[src/rtl/vector_feeder.sv]
// Vector display command feeder: buffers {pen, last, x, y} words and sequences
// them into a line generator, handling beam blanking and post-move settle time.
module vector_feeder #(
    parameter int BITS  = 16,
    parameter int DEPTH = 16,
    parameter int DWELL = 8
) (
    input  logic                     clk,
    input  logic                     reset,
    input  logic                     cmd_valid,
    output logic                     cmd_ready,
    input  logic [BITS-1:0]          cmd_x,
    input  logic [BITS-1:0]          cmd_y,
    input  logic                     cmd_pen,
    input  logic                     cmd_last,
    input  logic                     pause,
    output logic                     line_strobe,
    output logic [BITS-1:0]          line_x,
    output logic [BITS-1:0]          line_y,
    input  logic                     line_ready,
    output logic                     blank,
    output logic                     frame_done,
    output logic [$clog2(DEPTH):0]   fifo_level
);

    // state    | meaning
    // S_IDLE   | waiting for a queued word, pause=0 and line_ready=1
    // S_SETTLE | one cycle for the generator to register its new destination
    // S_WAIT   | segment in progress, waiting for line_ready
    // S_DWELL  | beam held blank while the deflection settles after a move
    typedef enum logic [1:0] {S_IDLE, S_SETTLE, S_WAIT, S_DWELL} state_t;

    localparam int AW = $clog2(DEPTH);
    localparam int CW = $clog2(DWELL + 1);
    localparam int WW = 2 * BITS + 2;
    localparam logic [AW:0]   FULL     = (AW + 1)'(DEPTH);
    localparam logic [CW-1:0] DWELL_LD = CW'(DWELL);

    logic [WW-1:0]   mem_q [DEPTH];
    logic [AW-1:0]   wr_ptr_q;
    logic [AW-1:0]   rd_ptr_q;
    logic [AW:0]     count_q;
    logic [AW:0]     count_d;
    logic            push;
    logic            pop;
    logic [WW-1:0]   head;

    state_t          state_q;
    logic            strobe_q;
    logic [BITS-1:0] x_q;
    logic [BITS-1:0] y_q;
    logic            blank_q;
    logic            frame_done_q;
    logic            pen_q;
    logic            last_q;
    logic [CW-1:0]   cnt_q;

    assign cmd_ready = (count_q != FULL);
    assign push      = cmd_valid && cmd_ready;
    assign pop       = (state_q == S_IDLE) && (count_q != '0) && !pause && line_ready;
    assign head      = mem_q[rd_ptr_q];

    always_comb begin
        count_d = count_q;
        case ({push, pop})
            2'b10:   count_d = count_q + 1'b1;
            2'b01:   count_d = count_q - 1'b1;
            default: count_d = count_q;
        endcase
    end

    always_ff @(posedge clk) begin
        if (push) begin
            mem_q[wr_ptr_q] <= {cmd_pen, cmd_last, cmd_x, cmd_y};
        end
    end

    always_ff @(posedge clk) begin
        if (reset) begin
            wr_ptr_q <= '0;
            rd_ptr_q <= '0;
            count_q  <= '0;
        end else begin
            if (push) wr_ptr_q <= wr_ptr_q + 1'b1;
            if (pop)  rd_ptr_q <= rd_ptr_q + 1'b1;
            count_q <= count_d;
        end
    end

    always_ff @(posedge clk) begin
        if (reset) begin
            state_q      <= S_IDLE;
            strobe_q     <= 1'b0;
            x_q          <= '0;
            y_q          <= '0;
            blank_q      <= 1'b1;
            frame_done_q <= 1'b0;
            pen_q        <= 1'b0;
            last_q       <= 1'b0;
            cnt_q        <= '0;
        end else begin
            strobe_q     <= 1'b0;
            frame_done_q <= 1'b0;
            case (state_q)
                S_IDLE: begin
                    // blank is left alone on entry so back-to-back draws stay lit
                    if (pop) begin
                        x_q      <= head[2*BITS-1:BITS];
                        y_q      <= head[BITS-1:0];
                        pen_q    <= head[WW-1];
                        last_q   <= head[WW-2];
                        blank_q  <= !head[WW-1];
                        strobe_q <= 1'b1;
                        state_q  <= S_SETTLE;
                    end else begin
                        blank_q  <= 1'b1;
                    end
                end
                S_SETTLE: state_q <= S_WAIT;
                S_WAIT: begin
                    if (line_ready) begin
                        frame_done_q <= last_q;
                        if (!pen_q) begin
                            cnt_q   <= DWELL_LD;
                            state_q <= S_DWELL;
                        end else begin
                            state_q <= S_IDLE;
                        end
                    end
                end
                S_DWELL: begin
                    blank_q <= 1'b1;
                    cnt_q   <= cnt_q - 1'b1;
                    if (cnt_q == CW'(1)) state_q <= S_IDLE;
                end
                default: state_q <= S_IDLE;
            endcase
        end
    end

    assign line_strobe = strobe_q;
    assign line_x      = x_q;
    assign line_y      = y_q;
    assign blank       = blank_q;
    assign frame_done  = frame_done_q;
    assign fifo_level  = count_q;

endmodule

[config.mk]
export PLATFORM = sky130hd
export DESIGN_NAME = vector_feeder
export DESIGN_NICKNAME = d
export VERILOG_FILES = /design/src/rtl/vector_feeder.sv
export SDC_FILE = /design/constraint.sdc
export NUM_CORES = 1
export LEC_CHECK = 0
export BUFFER_PORTS_ARGS = -buffer_cell sky130_fd_sc_hd__buf_4
export CAP_MARGIN = 20
export CORE_AREA = 3 3 245 247
export CTS_CLUSTER_SIZE = 8
export DETAILED_ROUTE_END_ITERATION = 10
export DIE_AREA = 0 0 248 250
export GPL_TIMING_DRIVEN = 0
export PLACE_DENSITY = 0.67
export SLEW_MARGIN = 30
export SYNTH_ARGS = -nofsm -noshare
export SYNTH_HDL_FRONTEND = slang
export SYNTH_SLANG_ARGS = --single-unit
[constraint.sdc]
create_clock -name clk -period 4.79 [get_ports clk]
set_input_delay 1.437 -clock clk [delete_from_list [all_inputs] [get_ports clk]]
set_output_delay 1.437 -clock clk [all_outputs]
set_load 0.01 [all_outputs]
---- Word level (Yosys, flattened, before mapping) ----
Memory sizes are Yosys's and may differ from the RTL's. A register that Yosys moved wholly into a read port is not among the register bits.
Cells that the tools add are included.
W data, S select, Z words.
word-level totals
  bits in writable memories ............... 544
  memories kept ........................... 1
  logic and storage cells ................. 64
  register bits after elaboration ......... 56
  bits of input ports ..................... 39
  output and inout port bits .............. 41
cells by class
  equality and inequality tests ........... 11
  muxes and demuxes ....................... 16
  reduce and logical (&&, ||, !) cells .... 16
  bitwise gates (word level) .............. 3
  add/sub/neg operators ................... 5
memory list
  memory  depth  width  read ports  clocked after memory_dff  wr ports  RTL line  RTL
  mem_q   16     34     1           1                         1         39        logic [WW-1:0] mem_q [DEPTH];
operator list
  operator               number
  $mux W4                4
  $pmux W5 S2            1
  $add A4 B1 Y4 const B  2
  $mux W2                4
  $ne A2 B2 Y1 const B   4
  $pmux W2 S4            1
  $pmux W4 S2            1
  $eq A2 B2 Y1 const B   3
  $reduce_and A3 Y1      2
  $reduce_bool A2 Y1     3
  $add A5 B1 Y5 const B  1
  $ne A5 B5 Y1 const B   1
  $reduce_bool A5 Y1     1
  $sub A5 B1 Y5 const B  1
  $eq A2 B1 Y1 const B   2
  $eq A4 B1 Y1 const B   1
  $logic_and A1 B1 Y1    4
  $mux W1                4
  $sub A4 B1 Y4 const B  1
  $not A1 Y1             3
  $reduce_or A3 Y1       1
  $logic_not A1 Y1       2
  $logic_not A2 Y1       1
  $pmux W1 S2            1
  other kinds (2)        2

---- Longest topological paths before layout ----
  depth in word-level cells ............... 6
  gate-level depth with buffers ........... 13
  gate-level depth less buffers ........... 12

---- Worst setup path before layout ----
No wires, ideal clock.
  path kind ............................... in2reg
  start ................................... input cmd_valid
  end ..................................... memory mem_q[3][0] in the netlist's numbering (enable)
  data required time ...................... 4323 ps
  library setup time ...................... 467 ps
  arrival time ............................ 4273 ps
  stages on the path ...................... 3
  path buffers ............................ 0
  path slack .............................. 50 ps
  path through ............................ a21boi_2 -> nand2_1 -> nor3_1
between the ends
  word-level cells in the longest chain between the ends .. 3
ends and longest elaborated chain
  item                           RTL line  RTL
  start, declared                10        input logic cmd_valid,
  $logic_and A1 B1 Y1            59        assign push = cmd_valid && cmd_ready;
  $mux W1                        73        if (push) begin
  $mux W1 (not written as such)  74        mem_q[wr_ptr_q] <= {cmd_pen, cmd_last, cmd_x, cmd_y};
  end, declared                  39
No other way between the ends.

---- Worst setup path after layout ----
  start ................................... input cmd_valid
  end ..................................... memory mem_q[0][22] in the netlist's numbering (enable)
Same word-level chain as after synthesis.

==> results.md <==
- HPWL after DPL: 34100 um
- Vias in the first global route: 12162
- Multi-input gate area: 0.00533 mm^2
- Diode count: 0
- # hold bufs at CTS: 0
- Top_reg_cell synth: edfxtp_1
- Most frequent cells in the layout: 544 x edfxtp_1, 136 x mux4_2, 95 x buf_4, 86 x clkbuf_16, 83 x clkbuf_1
- Placed Cells: 2003
- Final std cells w/o fill: 2158
- RSZ-0062 raised after global routing: false
- All-Layer GR Usage: 0.170
- Fillers: 4608
- Sequential area share after synthesis: 0.758
- Initial antenna violation count: 0
- Hold Fails Final Rpt: 0
- Cell variety after synth: 48
- Clock sinks: 604
- #FFs+latches synth: 604
- Leak Pwr: 9.02 nW
- Placed inst area: 0.0256 mm^2
- P per Cell Area: 460 mW/mm^2
- CP max FO: 9
- Hold Path Class: reg2reg
- Setup Crit Path Kind: in2reg
- Syn Inst Count: 1116
- Tcrit/Tclk final: 0.702
- Boundary Pins: 80
- Clock Tree Root: clkbuf_16
- Post-Syn Nets: 1170
- R2R setup slack: 1.68 ns
- Share of cells above drive strength 1: 0.292
- Setup Buffers After CTS: 0
- Core area: 0.0578 mm^2
- Final Skew: 0.0244 ns
- Routed wire per std cell: 24.1 um
- Die Wd: 248 um
- Status: finished clean
- Starting DRT DRC Count: 1011
- Tmin final: 3.36 ns
- Initial core utilization: 0.400
- Post-layout nets: 1379
- Final wirelength: 52000 um
- PortBufs: 78
- GR Overflow Total: 0
- Crit-path max cell delay: 0.58 ns
- Worst-Margin Slew: 0.940 ns
- Crit path DAT: 3.67 ns
- Most used cell, CP: buf_4
- Clk buf depth: 3
- Clk_lat worst skew: 0.61 ns
- Commonest non-fill, non-tap cell in the layout: edfxtp_1
- Average size of a mapped cell: 20.7 um^2
- Register area: 0.0175 mm^2
- PostCTS Resize Cnt: 0
- Post-layout util: 0.487
- Ys async rst share: 0
- Post-synth EDFFs: 544
- Max Clk Rate: 297 MHz
- Synthesis Warnings: 0
- Crit. End Element: flip-flop
- Pin count of the biggest net entering global routing: 19
- Crit-path leading delay family: buffers and inverters
- Maxcap violations: 0
- VDD IR max: 0.267 mV
- Via count: 11745
- Die H: 250 um
- Buf/Inv on CP: 5
- Hold Slack: 0.474 ns
- Placer Congestion: 0.727
- Worst-path cell chain: buf_4, a21boi_2, nand2_1, nor3_2, buf_6, buf_4, buf_4, buf_4
- Crit-path slowest cell: nor3_2
- DRC Markers: 0
- Reg clk slew, reported paths: 0.05 ns
- Max Slew Vio Count: 0
- Mapped cell area: 0.0231 mm^2
- Row cnt: 88
- WP data required: 5.10 ns
- Startpoint Class: primary input
- H-tree levels: 3
- P&R area growth vs syn: 21.5%
- Max-slew headroom: 0.373
- DRT Pass-1 Iters: 8
- Die Area: 0.0620 mm^2
- Final instance area: 0.0281 mm^2
- First-pass GRT wire length: 78000 um
- Post-route ant nets: 0
- Via-per-instance ratio: 5.44
- CTS tree: built
- CTS Buf Count: 85
- Final setup vio count: 0
flip-flops by register name, indices dropped and copies added (netlist names), named ones only:
register     flops
pen_q            1
line_x          16
wr_ptr_q         4
frame_done       1
rd_ptr_q         4
line_strobe      1
line_y          16
state_q          2
fifo_level       5
blank            1
mem_q          544
cnt_q            4
last_q           1
path summary, 6_finish.rpt:
check / to / cells past startpoint / startpoint
hold reg to reg: line_y[2] / 1 / line_y[2]
hold / removal: line_y[2] / 1 / line_y[2]
setup reg to reg: mem_q[0][22] / 8 / fifo_level[2]
setup / recovery: mem_q[0][22] / 8 / cmd_valid
cells in the mapped netlist (2+ instances only):
master	count	area, um^2
a22o_1	33	289
buf_1	7	26.3
edfxtp_1	544	16300
or3_1	2	12.5
a2111oi_0	2	17.5
nor2_1	29	109
mux2i_1	38	380
nand3_1	2	10.0
dfxtp_1	60	1200
nor2b_1	33	206
mux4_2	136	3060
xnor2_1	3	26.3
nand2_1	14	52.6
nand2b_1	4	25.0
o21ai_0	7	35.0
nor3_1	6	30.0
a211oi_1	34	255
xor2_1	7	61.3
nand4_1	3	18.8
buf_2	21	105
a21boi_0	2	15.0
a21oi_1	46	230
buf_6	11	124
ha_1	15	188
o22ai_1	2	12.5
clkbuf_1	22	82.6
inv_1	12	45.0
final cells by class:
class                           instances  share of cell area
Multi-Input combinational cell        438               0.190
Inverter                               13             0.00173
Sequential cell                       604               0.623
Timing Repair Buffer                  122              0.0500
Buffer                                 61              0.0120
Clock buffer                          149              0.0856
Clock inverter                          6             0.00369
Tap cell                              765              0.0340
report_power, final:
group	switching (mW)	internal [mW]	leakage (nW)
registers	0.0724	5.89	5.40
clock network	2.17	3.39	1.19
logic	0.716	0.697	2.43
total	2.96	9.98	9.02
per-stage QoR:
step           TNS, ns  setup WS [ns]  power, mW
6_report             0           1.43       12.9
3_5_place_dp         0          0.774       7.50
2_1_floorplan        0         0.0501       7.02
4_1_cts              0           1.43       13.1
5_1_grt              0           1.22       13.4
3_3_place_gp   -689.06          -2.74       7.45
per-layer routing:
layer / vias to the layer above / wire length, um / track usage
met2: 407 / 25800 / 0.278
met5: - / 0 / 0
met1: 6200 / 21800 / 0.229
li1: 5051 / - / -
met4: 0 / 1200 / 0.0587
met3: 87 / 3200 / 0.0306
cells by family after synthesis:
group / after synthesis / synth area share
compound gates: 135 / 0.0405
xor+xnor: 10 / 0.00378
fa+ha+maj: 15 / 0.00811
buf+inv: 74 / 0.0167
flops: 604 / 0.758
mux: 174 / 0.149
simple gates: 104 / 0.0244
(Power assumes the default switching activity.)
